## config.mk

```make
export PLATFORM = sky130hd
export DESIGN_NAME = load_store_unit
export DESIGN_NICKNAME = d
export VERILOG_FILES = /design/src/rtl/lsu_pkg.sv /design/src/rtl/lsu_align.sv /design/src/rtl/load_store_unit.sv
export SDC_FILE = /design/constraint.sdc
export NUM_CORES = 1
export LEC_CHECK = 0
export ABC_AREA = 1
export CAP_MARGIN = 5
export CORE_MARGIN = 2
export CORE_UTILIZATION = 45
export CTS_CLUSTER_SIZE = 14
export DETAILED_ROUTE_END_ITERATION = 6
export MAX_ROUTING_LAYER = met4
export PLACE_DENSITY = 0.88
export SLEW_MARGIN = 20
export SYNTH_ARGS = -nofsm -noshare
export SYNTH_HDL_FRONTEND = slang
export SYNTH_SLANG_ARGS = --single-unit
```

## constraint.sdc

```tcl
create_clock -name clk -period 1.52 [get_ports clk]
set_input_delay 0.38 -clock clk [delete_from_list [all_inputs] [get_ports clk]]
set_output_delay 0.38 -clock clk [all_outputs]
set_load 0.01 [all_outputs]
```

## src/rtl/lsu_pkg.sv

```systemverilog
// Shared types for the load/store unit: access opcodes, FSM states, memory width
// and small decode helpers used by the FSM and the lane aligner.
package lsu_pkg;

    localparam int MEM_AWIDTH = 10;

    typedef enum logic [2:0] {
        OP_LB  = 3'd0,
        OP_LBU = 3'd1,
        OP_LH  = 3'd2,
        OP_LHU = 3'd3,
        OP_LW  = 3'd4,
        OP_SB  = 3'd5,
        OP_SH  = 3'd6,
        OP_SW  = 3'd7
    } op_t;

    typedef enum logic [1:0] {
        S_IDLE = 2'd0,
        S_RD   = 2'd1,
        S_WR   = 2'd2,
        S_RESP = 2'd3
    } state_t;

    function automatic logic is_load(op_t op);
        return (op == OP_LB) || (op == OP_LBU) || (op == OP_LH) ||
               (op == OP_LHU) || (op == OP_LW);
    endfunction

    // A halfword must sit on an even byte, a word on a multiple of four.
    function automatic logic is_misaligned(op_t op, logic [1:0] off);
        logic mis;
        mis = 1'b0;
        case (op)
            OP_LH, OP_LHU, OP_SH: mis = off[0];
            OP_LW, OP_SW:         mis = (off != 2'b00);
            default:              mis = 1'b0;
        endcase
        return mis;
    endfunction

    function automatic logic [1:0] align_offset(op_t op, logic [1:0] off);
        logic [1:0] res;
        res = off;
        case (op)
            OP_LH, OP_LHU, OP_SH: res = {off[1], 1'b0};
            OP_LW, OP_SW:         res = 2'b00;
            default:              res = off;
        endcase
        return res;
    endfunction

endpackage

```

## src/rtl/lsu_align.sv

```systemverilog
// Combinational lane logic: little-endian load extract with sign/zero extension
// and store merge of the addressed byte/halfword into a read word.
module lsu_align
    import lsu_pkg::*;
(
    input  op_t         op,
    input  logic [1:0]  offset,
    input  logic [31:0] word,
    input  logic [31:0] wdata,
    output logic [31:0] load_data,
    output logic [31:0] store_word
);

    logic [7:0]  lane_byte;
    logic [15:0] lane_half;

    always_comb begin
        lane_byte = word[7:0];
        case (offset)
            2'd1:    lane_byte = word[15:8];
            2'd2:    lane_byte = word[23:16];
            2'd3:    lane_byte = word[31:24];
            default: lane_byte = word[7:0];
        endcase
        lane_half = offset[1] ? word[31:16] : word[15:0];
    end

    always_comb begin
        load_data = word;
        case (op)
            OP_LB:   load_data = {{24{lane_byte[7]}}, lane_byte};
            OP_LBU:  load_data = {24'h000000, lane_byte};
            OP_LH:   load_data = {{16{lane_half[15]}}, lane_half};
            OP_LHU:  load_data = {16'h0000, lane_half};
            default: load_data = word;
        endcase
    end

    // Partial stores keep every lane of the read word except the addressed one.
    always_comb begin
        store_word = word;
        case (op)
            OP_SB: begin
                case (offset)
                    2'd0:    store_word[7:0]   = wdata[7:0];
                    2'd1:    store_word[15:8]  = wdata[7:0];
                    2'd2:    store_word[23:16] = wdata[7:0];
                    default: store_word[31:24] = wdata[7:0];
                endcase
            end
            OP_SH: begin
                if (offset[1]) begin
                    store_word[31:16] = wdata[15:0];
                end else begin
                    store_word[15:0] = wdata[15:0];
                end
            end
            OP_SW:   store_word = wdata;
            default: store_word = word;
        endcase
    end

endmodule

```

## src/rtl/load_store_unit.sv

```systemverilog
// Load/store unit FSM between a CPU port and a word-wide data memory.
// Optional LSU_MISALIGN_TRAP_EN: misaligned accesses trap with err instead of being aligned down.
module load_store_unit
    import lsu_pkg::*;
(
    input  logic                  clk,
    input  logic                  reset,
    input  logic                  req,
    input  logic [2:0]            op,
    input  logic [31:0]           addr,
    input  logic [31:0]           wdata,
    output logic                  ready,
    output logic                  done,
    output logic [31:0]           rdata,
    output logic                  err,
    output logic [MEM_AWIDTH-1:0] mem_addr,
    output logic [31:0]           mem_din,
    output logic                  mem_wen,
    output logic                  mem_ren,
    input  logic [31:0]           mem_dout
);

    state_t      state;
    op_t         op_q;
    logic [1:0]  offset_q;
    logic [31:0] wdata_q;
    op_t         op_in;
    logic        trap;
    logic [1:0]  acc_off;
    logic [31:0] load_data;
    logic [31:0] store_word;
    logic        unused_addr;

    assign op_in       = op_t'(op);
    assign ready       = (state == S_IDLE);
    assign unused_addr = ^addr[31:12];

`ifdef LSU_MISALIGN_TRAP_EN
    assign trap    = is_misaligned(op_in, addr[1:0]);
    assign acc_off = addr[1:0];
`else
    assign trap    = 1'b0;
    assign acc_off = align_offset(op_in, addr[1:0]);
`endif

    lsu_align u_align (
        .op         (op_q),
        .offset     (offset_q),
        .word       (mem_dout),
        .wdata      (wdata_q),
        .load_data  (load_data),
        .store_word (store_word)
    );

    // done/err/mem_wen/mem_ren are single-cycle pulses; mem_addr only moves on accept.
    always_ff @(posedge clk or negedge reset) begin
        if (!reset) begin
            state    <= S_IDLE;
            op_q     <= OP_LB;
            offset_q <= 2'b00;
            wdata_q  <= 32'h0;
            done     <= 1'b0;
            err      <= 1'b0;
            rdata    <= 32'h0;
            mem_addr <= '0;
            mem_din  <= 32'h0;
            mem_wen  <= 1'b0;
            mem_ren  <= 1'b0;
        end else begin
            done    <= 1'b0;
            err     <= 1'b0;
            mem_wen <= 1'b0;
            mem_ren <= 1'b0;
            case (state)
                S_IDLE: begin
                    if (req) begin
                        op_q     <= op_in;
                        wdata_q  <= wdata;
                        offset_q <= acc_off;
                        if (trap) begin
                            err   <= 1'b1;
                            state <= S_RESP;
                        end else if (op_in == OP_SW) begin
                            mem_addr <= addr[11:2];
                            mem_din  <= wdata;
                            mem_wen  <= 1'b1;
                            state    <= S_WR;
                        end else begin
                            mem_addr <= addr[11:2];
                            mem_ren  <= 1'b1;
                            state    <= S_RD;
                        end
                    end
                end
                S_RD: begin
                    if (is_load(op_q)) begin
                        rdata <= load_data;
                        done  <= 1'b1;
                        state <= S_RESP;
                    end else begin
                        mem_din <= store_word;
                        mem_wen <= 1'b1;
                        state   <= S_WR;
                    end
                end
                S_WR: begin
                    done  <= 1'b1;
                    state <= S_RESP;
                end
                default: begin
                    state <= S_IDLE;
                end
            endcase
        end
    end

endmodule
```

* Yosys cells after proc, flatten, opt, wreduce, memory -nomap -nowiden
Cells that the tools add are included.
** Word-level totals
- Bits in registers :: 116
** Cells by class
- Reduce and logical (&&, ||, !) cells :: 14
- Equality and inequality tests :: 20
- Multiplexer cells :: 28
** Operators with widths (count)
- 32-bit one-hot mux with 4 select lines :: 1
- 32-bit two-way mux :: 3
- 32-bit one-hot mux with 3 select lines :: 1
- 32-bit one-hot mux with 2 select lines :: 1
- 16-bit two-way mux :: 3
- 8-bit two-way mux :: 4
- 8-bit one-hot mux with 3 select lines :: 1
- 3-bit == test, second input constant :: 7
- 3-bit by 2-bit == test with 1-bit output, second input constant :: 4
- 1-bit two-way mux :: 8
- 2-bit == test, second input constant :: 3
- 2-bit one-hot mux with 3 select lines :: 1
- 3-bit OR reduction :: 2
- 2-bit by 1-bit == test with 1-bit output, second input constant :: 2
- 2-bit zero test :: 2
- 1-bit logical OR :: 4
- 2-bit two-way mux :: 2
- 2-bit inequality test, second input constant :: 2
- 1-bit one-hot mux with 2 select lines :: 2
- 2-bit one-hot mux with 2 select lines :: 1
- 2-bit AND reduction :: 2
- 4-bit AND reduction :: 1
- 3-bit by 1-bit == test with 1-bit output, second input constant :: 1
- 3-bit zero test :: 1
- other kinds (3) :: 3

* Longest topological paths before layout
Gate-level depths: netlist (run 1).
- Depth after elaboration :: 7
- Gate-level depth with buffers :: 11

* By module
From an unflattened synthesis (run 1), not the netlist that was laid out.
** Second synthesis, totals
- Cell total of the unflattened synthesis :: 999
- Area, all modules :: 6952.9 um^2
** By module, submodules not included
- load_store_unit :: instances 1, seq. area each 2902.8 um^2, cells each 586, area each 4972.3 um^2
- lsu_align :: instances 1, seq. area each 0.0 um^2, cells each 413, area each 1980.6 um^2

* Worst setup path before layout (run 1)
No wires, ideal clock.
- Path kind :: register -> register
- Start :: register state[0]
- End :: register wdata_q[17]
- Arrival :: 1.528 ns
- Setup slack :: -0.091 ns
- Buffers on the path :: 2
- Stages on the path, launching flop included :: 8
- Path through :: dfrtp_1 > inv_1 > ha_1 > nand2_1 > clkbuf_1 > buf_1 > nand2_1 > o21ai_0
** On the way
- Cells in the longest elaborated chain, start to end :: 2
** Ends and longest elaborated chain
- start, declared :: RTL line load_store_unit.sv:23 : state_t state;
- start signal, assigned :: RTL line load_store_unit.sv:58 : state <= S_IDLE;
- start signal, assigned :: RTL line load_store_unit.sv:82 : state <= S_RESP;
- start signal, assigned :: RTL line load_store_unit.sv:87 : state <= S_WR;
- 2-bit zero test
- named net ready :: RTL line load_store_unit.sv:12 : output logic ready,
- 2-bit AND reduction (no line)
- end signal, assigned :: RTL line load_store_unit.sv:78 : wdata_q <= wdata;
- end, declared :: RTL line load_store_unit.sv:26 : logic [31:0] wdata_q;
The timed path passes the listed nets, and every way through them passes these cells.
A chain may end at the register's enable or synchronous reset.

* Worst setup path in the final report (run 1)
- Start :: register state[1]
- End :: register mem_din[2]
** On the way
- Cells in the longest elaborated chain, start to end :: 3
- Elaborated cells between the ends (all ways) :: 8
- Those cells by class :: 4 x eq/ne; 1 x mux; 3 x reduce/logical
** Ends and longest elaborated chain
- 2-bit by 1-bit == test with 1-bit output or 2-bit zero test (tied branches) :: RTL line load_store_unit.sv:74 : case (state)
- 2-bit inequality test (no line) (tied with other cells)
- 4-bit AND reduction (no line)
- end signal, assigned :: RTL line load_store_unit.sv:85 : mem_din <= wdata;
- end signal, assigned :: RTL line load_store_unit.sv:101 : mem_din <= store_word;
- end, declared :: RTL line load_store_unit.sv:17 : output logic [31:0] mem_din,
Several ways; a longest one is shown, not always the timed one.

==> results of run 1 <==
==> synth_stat cells (2+ instances only) <==
library cell	count
sky130_fd_sc_hd__a21oi_1	8
sky130_fd_sc_hd__nand2_2	2
sky130_fd_sc_hd__a21boi_0	2
sky130_fd_sc_hd__inv_1	126
sky130_fd_sc_hd__clkbuf_1	18
sky130_fd_sc_hd__a21boi_1	32
sky130_fd_sc_hd__inv_2	5
sky130_fd_sc_hd__buf_4	3
sky130_fd_sc_hd__ha_1	4
sky130_fd_sc_hd__o21ai_0	73
sky130_fd_sc_hd__a2bb2oi_1	6
sky130_fd_sc_hd__nand2_4	3
sky130_fd_sc_hd__dfrtp_1	116
sky130_fd_sc_hd__o21ai_1	8
sky130_fd_sc_hd__buf_6	6
sky130_fd_sc_hd__or2_2	3
sky130_fd_sc_hd__o22ai_1	8
sky130_fd_sc_hd__nand3_1	124
sky130_fd_sc_hd__buf_2	26
sky130_fd_sc_hd__nand3_4	2
sky130_fd_sc_hd__nor2_1	89
sky130_fd_sc_hd__nand2_1	354
sky130_fd_sc_hd__buf_1	3
sky130_fd_sc_hd__nor2_4	4
==> routing by layer <==
metal / part of all wire / GRT usage
met5: 0 / -
met4: 0.053 / 0.1541
met3: 0.10 / 0.07102
met2: 0.48 / 0.5034
met1: 0.37 / 0.4004
==> worst max path at each step <==
stage                     startpoint  slack, ns     endpoint  cells after the start
after floorplan             state[1]      -0.02  mem_din[10]                      9
after global placement           req      -0.27  mem_din[17]                      7
after detailed placement         req      -0.32  mem_din[20]                      7
after CTS                   state[1]      -0.17   mem_din[7]                     11
after global routing        state[1]      -0.29  mem_din[11]                     11
final                       state[1]      -0.22   mem_din[2]                     11
==> report_power, final <==
| group | internal, µW | switching [µW] |
|---|---|---|
| clock network | 3020 | 1450 |
| logic | 7300 | 8980 |
| registers | 4680 | 1080 |
| total | 15000 | 11500 |
==> per-stage QoR <==
| step | power, µW | setup WS (ns) | instance area [µm²] | setup TNS [ns] |
|---|---|---|---|---|
| after floorplan | 12410 | -0.01951 | 7058 | -0.5852 |
| after global placement | 16790 | -0.2718 | 9251 | -13.26 |
| after detailed placement | 17160 | -0.3226 | 9251 | -15.75 |
| after CTS | 23930 | -0.1653 | 10500 | -4.581 |
| after global routing | 27910 | -0.2892 | 11140 | -11.39 |
| final | 26510 | -0.2177 | 11140 | -7.034 |
==> cells by family after synthesis <==
kind of cell,count (synthesis)
and+or+nand+nor,584
buffers and inverters,188
AOI/OAI and AO/OA,142
DFF,116
adders and majority gates,4
other,1
==> layout make-up <==
class	count	area [µm²]	share of cell area
Timing Repair Buffer	262	2744	0.2463
Inverter	131	510.5	0.04583
Clock inverter	9	175.2	0.01573
Clock buffer	22	474.2	0.04257
Multi-Input combinational cell	732	4049	0.3635
Sequential cell	116	2905	0.2608
Timing Repair inverter	1	16.27	0.001460
Tap cell	211	264.0	0.02370
==> state kept, by name (all words and copies together), names as in the netlist <==
name	cells
op_q	3
done	1
mem_addr	10
wdata_q	32
mem_ren	1
mem_din	32
mem_wen	1
offset_q	2
rdata	32
state	2
==> placed cells by master (no fill, tap or decap), types with 3 or more instances in the layout <==
cell type	n
sky130_fd_sc_hd__a21boi_1	4
sky130_fd_sc_hd__a21boi_2	30
sky130_fd_sc_hd__a21oi_1	3
sky130_fd_sc_hd__a21oi_2	5
sky130_fd_sc_hd__a2bb2oi_2	4
sky130_fd_sc_hd__buf_12	13
sky130_fd_sc_hd__buf_16	6
sky130_fd_sc_hd__buf_4	59
sky130_fd_sc_hd__buf_6	12
sky130_fd_sc_hd__buf_8	6
sky130_fd_sc_hd__bufinv_16	5
sky130_fd_sc_hd__clkbuf_16	23
sky130_fd_sc_hd__clkbuf_8	3
sky130_fd_sc_hd__clkdlybuf4s50_1	80
sky130_fd_sc_hd__dfrtp_1	114
sky130_fd_sc_hd__dlygate4sd2_1	75
sky130_fd_sc_hd__inv_1	122
sky130_fd_sc_hd__inv_2	7
sky130_fd_sc_hd__nand2_1	326
sky130_fd_sc_hd__nand2_2	24
sky130_fd_sc_hd__nand2_4	9
sky130_fd_sc_hd__nand3_1	123
sky130_fd_sc_hd__nand3_4	3
sky130_fd_sc_hd__nor2_1	48
sky130_fd_sc_hd__nor2_2	6
sky130_fd_sc_hd__nor2_4	39
sky130_fd_sc_hd__o21ai_0	39
sky130_fd_sc_hd__o21ai_1	23
sky130_fd_sc_hd__o21ai_2	18
sky130_fd_sc_hd__o22ai_1	7
==> timing repair <==
| action | CTS | global route |
|---|---|---|
| pin swaps | 5 | 41 |
| endpoints found under the hold margin | 8 | 0 |
| hold buffers | 1 | 0 |
| setup buffers | 9 | 14 |
| endpoints found under the setup margin | 137 | 81 |
| cloned | 7 | 8 |
| gates resized for setup | 207 | 141 |
==> flow_results.xml, run 1 <==
<?xml version="1.0" encoding="UTF-8"?>
<metrics>
  <group name="timing">
    <metric name="total_setup_violations_reported_at_the_end_of_the_flow" unit="">61</metric>
    <metric name="min_hold_slack" unit="ns">0.3631</metric>
    <metric name="min_period_over_period" unit="">1.143</metric>
    <metric name="clock-skew-final" unit="ns">0.01278</metric>
    <metric name="report.final.slew_viol_count" unit="">0</metric>
    <metric name="hold_violations" unit="">0</metric>
    <metric name="finalWorstSetupSlack" unit="ns">-0.2177</metric>
    <metric name="timing.fmax" unit="MHz">575.5</metric>
    <metric name="grt_setup_unrepaired" unit="">yes</metric>
    <metric name="min_period" unit="ns">1.738</metric>
  </group>
  <group name="drt">
    <metric name="route.vias.total" unit="">8302</metric>
    <metric name="wire_per_inst" unit="µm">18.96</metric>
    <metric name="finalWirelength" unit="µm">28140</metric>
    <metric name="route.detailed.vias_per_inst" unit="">5.594</metric>
    <metric name="detail_route.iter0.violations" unit="">1158</metric>
    <metric name="detail_route_antenna_nets" unit="">0</metric>
    <metric name="post-route-drc-count" unit="">0</metric>
    <metric name="drt_pass1_iterations" unit="">6</metric>
  </group>
  <group name="worst_setup_path">
    <metric name="worst-path-buf-inv" unit="">5</metric>
    <metric name="timing.critical_path.from_type" unit="">flip-flop</metric>
    <metric name="critical_path.slowest_cell" unit="">sky130_fd_sc_hd__dfrtp_1</metric>
    <metric name="cp-end-kind" unit="">flip-flop</metric>
    <metric name="crit_path_max_fanout" unit="">8</metric>
    <metric name="cp.required" unit="ns">1.83</metric>
    <metric name="worst_r2r_path_depth" unit="">11</metric>
    <metric name="critical_path.reg2reg.endpoint" unit="">mem_din[2]</metric>
    <metric name="regToRegStartpoint" unit="">state[1]</metric>
    <metric name="crit_arrival" unit="ns">2.05</metric>
    <metric name="worst-setup-path-type" unit="">reg2reg</metric>
    <metric name="critPathTopFamily" unit="">buffers and inverters</metric>
    <metric name="regToRegSetupSlack" unit="ns">-0.22</metric>
    <metric name="critPathMaxStageDelay" unit="ns">0.39</metric>
    <metric name="timing.critical_path.cells" unit="">inv_2, ha_4, inv_2, nor2_4, nor2_4, nand3_4, buf_12, buf_8, buf_16, nand2_2, a21boi_2</metric>
  </group>
  <group name="die">
    <metric name="die-area" unit="mm²">0.01667</metric>
    <metric name="coreArea" unit="mm²">0.01526</metric>
    <metric name="chipWidth" unit="µm">129.1</metric>
    <metric name="die_height" unit="µm">129.1</metric>
    <metric name="pin_count" unit="">181</metric>
    <metric name="standard_cell_rows" unit="">45</metric>
    <metric name="floorplan.initialDensity" unit="">0.4617</metric>
  </group>
  <group name="place">
    <metric name="finalWeightedCongestion" unit="">0.9898</metric>
    <metric name="placed_cells" unit="">1416</metric>
    <metric name="post-dp-hpwl" unit="µm">16370</metric>
    <metric name="portBuffers" unit="">159</metric>
  </group>
  <group name="logic_synthesis">
    <metric name="synth.ff_latch_count" unit="">116</metric>
    <metric name="synth_top_family_by_area" unit="">simple AND/OR/NAND/NOR gates</metric>
    <metric name="synthesized_area_fraction_occupied_by_ao_oa_aoi_and_oai_cells" unit="">0.1195</metric>
    <metric name="yosys.cell_types.count" unit="">34</metric>
    <metric name="synthArstFlopShare" unit="">1.000</metric>
    <metric name="yosysTopAreaCell" unit="">sky130_fd_sc_hd__dfrtp_1</metric>
    <metric name="netlist_instances" unit="">1035</metric>
    <metric name="synthMuxAreaShare" unit="">0</metric>
    <metric name="postSynthAreaPerCell" unit="µm²">6.807</metric>
    <metric name="syn_area" unit="mm²">0.007046</metric>
    <metric name="synth_fa_ha_area_frac" unit="">0.007104</metric>
    <metric name="ys.warnings.count" unit="">0</metric>
    <metric name="synth_xor_xnor_area_share" unit="">0</metric>
    <metric name="post_synth_main_area_contributors" unit="">sky130_fd_sc_hd__dfrtp_1 (41%), sky130_fd_sc_hd__nand2_1 (19%), sky130_fd_sc_hd__nand3_1 (8.8%)</metric>
    <metric name="synth_simple_gate_area_share" unit="">0.3479</metric>
    <metric name="ys_seq_area_frac" unit="">0.4120</metric>
    <metric name="ys_flop_type" unit="">sky130_fd_sc_hd__dfrtp_1</metric>
    <metric name="postSynthNetCount" unit="">1141</metric>
    <metric name="fraction_of_synthesized_cell_area_taken_by_the_top_area_cell_type" unit="">0.4120</metric>
    <metric name="synth_edf_count" unit="">0</metric>
  </group>
  <group name="global_routing">
    <metric name="grt_overflow" unit="">0</metric>
    <metric name="grt_usage" unit="">0.3230</metric>
    <metric name="grt_pass1_vias" unit="">7748</metric>
    <metric name="maximum_number_of_pins_on_one_net_before_global_route_repair" unit="">66</metric>
    <metric name="initial_antenna_violation_count" unit="">0</metric>
    <metric name="grt_first_pass_wirelength" unit="µm">40190</metric>
  </group>
  <group name="layout">
    <metric name="antennaDiodeCount" unit="">0</metric>
    <metric name="drive_gt1_frac" unit="">0.2317</metric>
    <metric name="fillCellCount" unit="">1013</metric>
    <metric name="layoutNonFillerInstCount" unit="">1484</metric>
    <metric name="area_growth_syn_to_layout" unit="%">58.09</metric>
    <metric name="fin_util" unit="">0.7300</metric>
    <metric name="final_net_count" unit="">1367</metric>
  </group>
  <group name="clocking">
    <metric name="max-clock-path-buffers" unit="">2</metric>
    <metric name="cts_tree" unit="">built</metric>
    <metric name="cts_buffers" unit="">17</metric>
    <metric name="tritoncts_num_sinks" unit="">116</metric>
    <metric name="htree_num_levels" unit="">4</metric>
    <metric name="clockRootBuffer" unit="">sky130_fd_sc_hd__clkbuf_16</metric>
    <metric name="clock_latency" unit="ns">0.42</metric>
    <metric name="clkTransAtPathRegs" unit="ns">0.06</metric>
  </group>
  <group name="run_status">
    <metric name="failed_checks" unit="">negative setup slack</metric>
    <metric name="run_status" unit="">finished, violations left</metric>
  </group>
  <group name="pwr">
    <metric name="power.leakage" unit="µW">0.005462</metric>
    <metric name="cellPowerDensity" unit="mW/mm²">2380</metric>
    <metric name="worst_ir_drop_vdd" unit="V">0.001039</metric>
  </group>
  <group name="flow_run">
    <metric name="max_capacitance_violation_total" unit="">0</metric>
  </group>
  <group name="worst_hold_path">
    <metric name="worst_hold_path_type" unit="">in2async</metric>
  </group>
</metrics>
(Power assumes the default switching activity.)
==> run 2: changes to the inputs <==
--- a/config.mk
+++ b/config.mk
@@ -14,3 +14,3 @@
 export MAX_ROUTING_LAYER = met4
-export PLACE_DENSITY = 0.88
+export PLACE_DENSITY = 0.74
 export SLEW_MARGIN = 20
==> constraint.sdc (replaced) <==
create_clock -name clk -period 1.52 [get_ports clk]
set_input_delay 0.304 -clock clk [delete_from_list [all_inputs] [get_ports clk]]
set_output_delay 0.304 -clock clk [all_outputs]
set_load 0.01 [all_outputs]
==> flow_results.xml, run 2 (same netlist as run 1, synthesis figures left out) <==
<?xml version="1.0" encoding="UTF-8"?>
<metrics>
  <group name="timing">
    <metric name="total_setup_violations_reported_at_the_end_of_the_flow" unit="">36</metric>
    <metric name="grt_setup_unrepaired" unit="">yes</metric>
    <metric name="finalWorstSetupSlack" unit="ns">-0.1760</metric>
    <metric name="timing.fmax" unit="MHz">589.6</metric>
    <metric name="min_period_over_period" unit="">1.116</metric>
    <metric name="hold_violations" unit="">0</metric>
    <metric name="report.final.slew_viol_count" unit="">0</metric>
    <metric name="min_period" unit="ns">1.696</metric>
    <metric name="clock-skew-final" unit="ns">0.008684</metric>
    <metric name="tns" unit="ns">-4.845</metric>
  </group>
  <group name="layout">
    <metric name="layout_common_cells" unit="">sky130_fd_sc_hd__nand2_1 (330), sky130_fd_sc_hd__nand3_1 (123), sky130_fd_sc_hd__inv_1 (120), sky130_fd_sc_hd__dfrtp_1 (113), sky130_fd_sc_hd__clkdlybuf4s50_1 (80)</metric>
    <metric name="reg_top3" unit="">mem_din: 32 flops, rdata: 32 flops, wdata_q: 32 flops</metric>
    <metric name="fillCellCount" unit="">1224</metric>
    <metric name="antennaDiodeCount" unit="">0</metric>
    <metric name="fin_util" unit="">0.7051</metric>
    <metric name="fin_area" unit="mm²">0.01076</metric>
    <metric name="area_growth_syn_to_layout" unit="%">52.71</metric>
    <metric name="final_net_count" unit="">1363</metric>
    <metric name="final_common_cell" unit="">sky130_fd_sc_hd__nand2_1</metric>
    <metric name="drive_gt1_frac" unit="">0.2134</metric>
  </group>
  <group name="die">
    <metric name="floorplan.initialDensity" unit="">0.4617</metric>
    <metric name="standard_cell_rows" unit="">45</metric>
    <metric name="die_height" unit="µm">129.1</metric>
    <metric name="chipWidth" unit="µm">129.1</metric>
    <metric name="die-area" unit="mm²">0.01667</metric>
    <metric name="coreArea" unit="mm²">0.01526</metric>
    <metric name="pin_count" unit="">181</metric>
  </group>
  <group name="place">
    <metric name="portBuffers" unit="">159</metric>
    <metric name="post-dp-hpwl" unit="µm">15660</metric>
    <metric name="finalWeightedCongestion" unit="">0.9618</metric>
    <metric name="postPlaceCellArea" unit="mm²">0.009246</metric>
  </group>
  <group name="clocking">
    <metric name="htree_num_levels" unit="">4</metric>
    <metric name="clock_latency" unit="ns">0.43</metric>
    <metric name="cts_tree" unit="">built</metric>
    <metric name="clkTransAtPathRegs" unit="ns">0.06</metric>
    <metric name="tritoncts_num_sinks" unit="">116</metric>
    <metric name="cts_buffers" unit="">17</metric>
    <metric name="max-clock-path-buffers" unit="">2</metric>
    <metric name="clockRootBuffer" unit="">sky130_fd_sc_hd__clkbuf_16</metric>
  </group>
  <group name="worst_setup_path">
    <metric name="crit_arrival" unit="ns">2.00</metric>
    <metric name="cp.required" unit="ns">1.83</metric>
    <metric name="regToRegSetupSlack" unit="ns">-0.18</metric>
    <metric name="cp-end-kind" unit="">flip-flop</metric>
    <metric name="critPathLaunch" unit="">state[0]</metric>
    <metric name="worst-setup-path-type" unit="">reg2reg</metric>
    <metric name="critical_path.reg2reg.endpoint" unit="">mem_din[19]</metric>
    <metric name="worstSetupEndpoint" unit="">mem_din[19]</metric>
    <metric name="crit_path_max_fanout" unit="">8</metric>
    <metric name="worst_r2r_path_depth" unit="">10</metric>
    <metric name="timing.critical_path.from_type" unit="">flip-flop</metric>
    <metric name="regToRegStartpoint" unit="">state[0]</metric>
  </group>
  <group name="run_status">
    <metric name="failed_checks" unit="">negative setup slack</metric>
    <metric name="run_status" unit="">finished, violations left</metric>
  </group>
  <group name="global_routing">
    <metric name="initial_antenna_violation_count" unit="">0</metric>
    <metric name="maximum_number_of_pins_on_one_net_before_global_route_repair" unit="">65</metric>
    <metric name="grt_overflow" unit="">0</metric>
    <metric name="grt_first_pass_wirelength" unit="µm">38250</metric>
    <metric name="grt_usage" unit="">0.3063</metric>
    <metric name="grt_pass1_vias" unit="">7350</metric>
  </group>
  <group name="flow_run">
    <metric name="max_capacitance_violation_total" unit="">0</metric>
  </group>
  <group name="drt">
    <metric name="route.vias.total" unit="">7883</metric>
    <metric name="wire_per_inst" unit="µm">17.56</metric>
    <metric name="route.detailed.vias_per_inst" unit="">5.323</metric>
    <metric name="detail_route.iter0.violations" unit="">925</metric>
    <metric name="finalWirelength" unit="µm">26000</metric>
    <metric name="detail_route_antenna_nets" unit="">0</metric>
    <metric name="drt_pass1_iterations" unit="">6</metric>
    <metric name="post-route-drc-count" unit="">0</metric>
  </group>
  <group name="pwr">
    <metric name="worst_ir_drop_vdd" unit="V">0.001252</metric>
    <metric name="cellPowerDensity" unit="mW/mm²">2265</metric>
    <metric name="power.leakage" unit="µW">0.005307</metric>
    <metric name="power" unit="µW">24370</metric>
  </group>
  <group name="worst_hold_path">
    <metric name="worst_hold_path_type" unit="">in2reg</metric>
  </group>
</metrics>
-- run 2: area by class of cell --
cell class	count	area (µm²)	share of cell area
multi-input cells	733	3934	0.3656
clock inverters	12	85.08	0.007908
repair inverters	1	16.27	0.001512
clock buffers	20	446.7	0.04152
repair buffers	257	2600	0.2417
inverters	131	506.7	0.04710
well taps	211	264.0	0.02454
flip-flops and latches	116	2907	0.2701
-- run 2: worst max-delay path: stages (launching register included) --
cell	delay, ns
sky130_fd_sc_hd__dfrtp_1	0.41
sky130_fd_sc_hd__inv_2	0.10
sky130_fd_sc_hd__ha_4	0.17
sky130_fd_sc_hd__buf_6	0.11
sky130_fd_sc_hd__nor2_4	0.03
sky130_fd_sc_hd__nor2_4	0.09
sky130_fd_sc_hd__nand3_4	0.14
sky130_fd_sc_hd__buf_12	0.19
sky130_fd_sc_hd__buf_16	0.16
sky130_fd_sc_hd__nor2_4	0.10
sky130_fd_sc_hd__a21boi_2	0.06
-- run 2: worst min-delay path by stage --
| stage | start | to | slack (ns) | depth (start not counted) |
|---|---|---|---|---|
| global placement | reset | wdata_q[21] | 0.33 | 2 |
| CTS | addr[3] | mem_addr[1] | 0.40 | 3 |
| global route | addr[2] | mem_addr[0] | 0.42 | 3 |
| detailed placement | reset | wdata_q[21] | 0.33 | 2 |
| finish | addr[3] | mem_addr[1] | 0.41 | 3 |
| floorplan | reset | done | 0.008 | 0 |
-- run 2: per-stage QoR --
stage               setup WS, ns  cells  hold slack (ns)
floorplan               -0.01951   1035         0.008409
global placement         -0.1967   1417           0.3291
detailed placement       -0.2355   1417           0.3302
CTS                      -0.1389   1465           0.4025
global route             -0.2300   1481           0.4203
finish                   -0.1760   1481           0.4071
-- run 2: where the power goes --
| part | switching (µW) | internal (µW) | total, µW |
|---|---|---|---|
| Clock | 1510 | 2110 | 3620 |
| Sequential | 1000 | 4680 | 5680 |
| Combinational | 8310 | 6760 | 15100 |
| Total | 10800 | 13600 | 24400 |
-- run 2: routing by layer --
metal  up-vias  routed length, µm  part of all wire  GRT usage
li1       3702                  -                 -          -
met1      3693              10660              0.41     0.3960
met2       422              12530              0.48     0.4774
met3        66               2177             0.084    0.06647
met4         0                633             0.024     0.1081
met5         -                  0                 0          -
-- run 2: what timing repair did --
item	CTS	global route
setup buffers	9	10
hold buffers	1	0
resized for setup	188	110
pin swaps	4	13
cloned	6	9
endpoints found under the setup margin	137	102
hold endpoints to repair	116	0
==> run 3: changes to the inputs <==
- PLACE_DENSITY: 0.74 -> 0.72
- SYNTH_HIERARCHICAL: unset -> 1
- clock period: 1.52 -> 2.2 ns (I/O delays scaled with it)
==> flow_results.xml, run 3 <==
<?xml version="1.0" encoding="UTF-8"?>
<metrics>
  <group name="timing">
    <metric name="worst_max_slew_margin_expressed_relative_to_the_limit" unit="">0.5260</metric>
    <metric name="tns" unit="ns">0</metric>
    <metric name="clock-skew-final" unit="ns">0.01384</metric>
    <metric name="min_hold_slack" unit="ns">0.3561</metric>
    <metric name="timing.fmax" unit="MHz">512.1</metric>
    <metric name="worstMarginPinSlew" unit="ns">0.7109</metric>
    <metric name="min_period" unit="ns">1.953</metric>
    <metric name="total_setup_violations_reported_at_the_end_of_the_flow" unit="">0</metric>
    <metric name="hold_violations" unit="">0</metric>
    <metric name="grt_setup_unrepaired" unit="">no</metric>
    <metric name="report.final.slew_viol_count" unit="">0</metric>
    <metric name="min_period_over_period" unit="">0.8876</metric>
  </group>
  <group name="drt">
    <metric name="detail_route_antenna_nets" unit="">0</metric>
    <metric name="top_routing_layer_in_use" unit="">met4</metric>
    <metric name="drt-met1-wl" unit="µm">10210</metric>
    <metric name="drt_pass1_iterations" unit="">5</metric>
    <metric name="wire_per_inst" unit="µm">16.29</metric>
    <metric name="detail_route.iter0.violations" unit="">649</metric>
    <metric name="route.detailed.vias_per_inst" unit="">5.334</metric>
    <metric name="finalWirelength" unit="µm">21910</metric>
    <metric name="post-route-drc-count" unit="">0</metric>
    <metric name="route.vias.total" unit="">7174</metric>
    <metric name="dr_wl_met3" unit="µm">1467</metric>
    <metric name="dr_wl_met2" unit="µm">9587</metric>
  </group>
  <group name="clocking">
    <metric name="clkTransAtPathRegs" unit="ns">0.05</metric>
    <metric name="cts_tree" unit="">built</metric>
    <metric name="post-cts-setup-buffer-count" unit="">0</metric>
    <metric name="clockRootBuffer" unit="">sky130_fd_sc_hd__clkbuf_16</metric>
    <metric name="max-clock-path-buffers" unit="">2</metric>
    <metric name="htree_num_levels" unit="">4</metric>
    <metric name="clock_latency" unit="ns">0.42</metric>
    <metric name="cts_buffers" unit="">17</metric>
    <metric name="tritoncts_num_sinks" unit="">116</metric>
  </group>
  <group name="die">
    <metric name="pin_count" unit="">181</metric>
    <metric name="floorplan.initialDensity" unit="">0.4591</metric>
    <metric name="die_height" unit="µm">128.3</metric>
    <metric name="chipWidth" unit="µm">128.3</metric>
    <metric name="coreArea" unit="mm²">0.01515</metric>
    <metric name="die-area" unit="mm²">0.01646</metric>
    <metric name="standard_cell_rows" unit="">45</metric>
  </group>
  <group name="worst_setup_path">
    <metric name="regToRegSetupSlack" unit="ns">0.25</metric>
    <metric name="crit_arrival" unit="ns">2.26</metric>
    <metric name="worst-setup-path-type" unit="">reg2reg</metric>
    <metric name="timing.critical_path.from_type" unit="">flip-flop</metric>
    <metric name="crit_path_max_fanout" unit="">24</metric>
    <metric name="cp-end-kind" unit="">flip-flop</metric>
    <metric name="cp.required" unit="ns">2.50</metric>
  </group>
  <group name="pwr">
    <metric name="worst_ir_drop_vdd" unit="V">0.0007321</metric>
    <metric name="power.leakage" unit="µW">0.004650</metric>
    <metric name="power.share.combinational" unit="">0.510</metric>
    <metric name="internal_power" unit="µW">7949</metric>
    <metric name="clock_power_share" unit="">0.207</metric>
    <metric name="power" unit="µW">13890</metric>
    <metric name="p_sw" unit="µW">5942</metric>
    <metric name="cellPowerDensity" unit="mW/mm²">1479</metric>
    <metric name="p_sw_frac" unit="">0.4277</metric>
    <metric name="p_seq_frac" unit="">0.283</metric>
  </group>
  <group name="global_routing">
    <metric name="grt_usage" unit="">0.2867</metric>
    <metric name="grt_first_pass_wirelength" unit="µm">35410</metric>
    <metric name="grt_pass1_vias" unit="">6636</metric>
    <metric name="initial_antenna_violation_count" unit="">0</metric>
    <metric name="grt_overflow" unit="">0</metric>
    <metric name="maximum_number_of_pins_on_one_net_before_global_route_repair" unit="">82</metric>
  </group>
  <group name="logic_synthesis">
    <metric name="netlist_instances" unit="">999</metric>
    <metric name="ys.warnings.count" unit="">6</metric>
    <metric name="yosys.cell_types.count" unit="">30</metric>
    <metric name="syn_area" unit="mm²">0.006953</metric>
    <metric name="postSynthNetCount" unit="">1105</metric>
    <metric name="synth.ff_latch_count" unit="">116</metric>
    <metric name="synth_edf_count" unit="">0</metric>
    <metric name="fraction_of_synthesized_cell_area_taken_by_the_top_area_cell_type" unit="">0.4175</metric>
    <metric name="ys_flop_type" unit="">sky130_fd_sc_hd__dfrtp_1</metric>
    <metric name="post_synth_main_area_contributors" unit="">sky130_fd_sc_hd__dfrtp_1 (42%), sky130_fd_sc_hd__nand2_1 (21%), sky130_fd_sc_hd__nand3_1 (9.2%)</metric>
    <metric name="ys_seq_area_frac" unit="">0.4175</metric>
    <metric name="synth_common_cells" unit="">sky130_fd_sc_hd__nand2_1 (386), sky130_fd_sc_hd__nand3_1 (128), sky130_fd_sc_hd__o21ai_0 (117), sky130_fd_sc_hd__dfrtp_1 (116), sky130_fd_sc_hd__inv_1 (86)</metric>
    <metric name="synth_most_common_cell" unit="">sky130_fd_sc_hd__nand2_1</metric>
    <metric name="postSynthAreaPerCell" unit="µm²">6.960</metric>
    <metric name="yosysTopAreaCell" unit="">sky130_fd_sc_hd__dfrtp_1</metric>
    <metric name="synthArstFlopShare" unit="">1.000</metric>
  </group>
  <group name="worst_hold_path">
    <metric name="worst_hold_path_type" unit="">in2async</metric>
  </group>
  <group name="layout">
    <metric name="reg_top3" unit="">mem_din: 32 flops, rdata: 32 flops, wdata_q: 32 flops</metric>
    <metric name="drive_gt1_frac" unit="">0.07347</metric>
    <metric name="layout_common_cells" unit="">sky130_fd_sc_hd__nand2_1 (385), sky130_fd_sc_hd__clkdlybuf4s50_1 (157), sky130_fd_sc_hd__nand3_1 (128), sky130_fd_sc_hd__o21ai_0 (117), sky130_fd_sc_hd__dfrtp_1 (116)</metric>
    <metric name="antennaDiodeCount" unit="">0</metric>
    <metric name="final_common_cell" unit="">sky130_fd_sc_hd__nand2_1</metric>
    <metric name="final_net_count" unit="">1251</metric>
    <metric name="fillCellCount" unit="">1379</metric>
    <metric name="area_growth_syn_to_layout" unit="%">35.04</metric>
  </group>
  <group name="place">
    <metric name="portBuffers" unit="">159</metric>
    <metric name="post-dp-hpwl" unit="µm">15950</metric>
    <metric name="finalWeightedCongestion" unit="">0.9721</metric>
  </group>
  <group name="run_status">
    <metric name="run_status" unit="">complete, no violations</metric>
  </group>
  <group name="flow_run">
    <metric name="max_capacitance_violation_total" unit="">0</metric>
  </group>
</metrics>
## run 3: cell count changes in the layout (fill, tap and decap cells not counted), sizes merged, moves of 7 or more
cell / change
inv: -43
nor2: -67
o211ai: +26
nand2: +30
a21boi: -34
dlygate4sd2: -77
clkdlybuf4s50: +77
buf: -66
nand4: +12
o22ai: -7
o21ai: +39
## run 3: what timing repair did
action,4_1_cts,5_1_grt
resized for setup,0,2
endpoints found under the setup margin,0,1
endpoints found under the hold margin,1,0
hold buffers,1,0
## run 3: power by group through the flow
stage          logic (µW)  registers [µW]  clock network (µW)
2_1_floorplan        4170            4010                   0
3_3_place_gp         6900            3920                   0
3_5_place_dp         7040            3910                   0
4_1_cts              7080            3910                2910
5_1_grt              7960            4040                3010
6_report             7090            3930                2870
## run 3: metal layers
metal | up-vias | global-route usage
li1 | 3520 | -
met1 | 3307 | 0.3934
met2 | 302 | 0.4146
met3 | 45 | 0.06010
met4 | 0 | 0.1157
met5 | - | -
## run 3: worst paths after layout
path / endpoint / depth (start not counted) / from
setup / recovery: rdata[20] / 8 / offset_q[1]
hold / removal: mem_din[20] / 2 / reset
setup reg to reg: rdata[20] / 8 / offset_q[1]
hold reg to reg: mem_din[24] / 2 / mem_din[24]
max in group asynchronous: rdata[25] / 3 / reset
min in group clk: mem_din[24] / 2 / mem_din[24]
## run 3: cell type report
class / instances / area [µm²] / share of cell area
Clock buffer: 22 / 494.2 / 0.05264
Inverter: 89 / 334.1 / 0.03558
Timing Repair Buffer: 189 / 1907 / 0.2031
Sequential cell: 116 / 2903 / 0.3092
Clock inverter: 9 / 125.1 / 0.01333
Tap cell: 188 / 235.2 / 0.02505
Multi-Input combinational cell: 732 / 3391 / 0.3611
## run 3: worst max-delay path: stages, from the launching register on
cell and delay (ns):
sky130_fd_sc_hd__dfrtp_1 0.48, sky130_fd_sc_hd__inv_2 0.32, sky130_fd_sc_hd__nand2_1 0.11, sky130_fd_sc_hd__or2_2 0.29, sky130_fd_sc_hd__nand3_2 0.07, sky130_fd_sc_hd__buf_4 0.26
sky130_fd_sc_hd__nand3_1 0.12, sky130_fd_sc_hd__nand3_1 0.11, sky130_fd_sc_hd__nand2_1 0.06
## run 3: kinds of logic after synthesis
family                   count (synthesis)  synth area share
AND/OR/NAND/NOR                        564            0.3443
adder cells (fa/ha/maj)                  4          0.007198
other                                    1         0.0005393
buffers and inverters                  151           0.09591
flip-flops                             116            0.4175
AO/OA/AOI/OAI                          163            0.1346
## run 3: per-stage QoR
step | worst slack, ns | instances | utilization | area (µm²)
global placement | 0.1837 | 1313 | 0.5780 | 8755
CTS | 0.01129 | 1345 | 0.6196 | 9384
floorplan | 0.5636 | 999 | - | 6953
finish | 0.2472 | 1345 | 0.6199 | 9389
detailed placement | 0.1710 | 1313 | 0.5780 | 8755
global route | 0.09980 | 1345 | 0.6199 | 9389
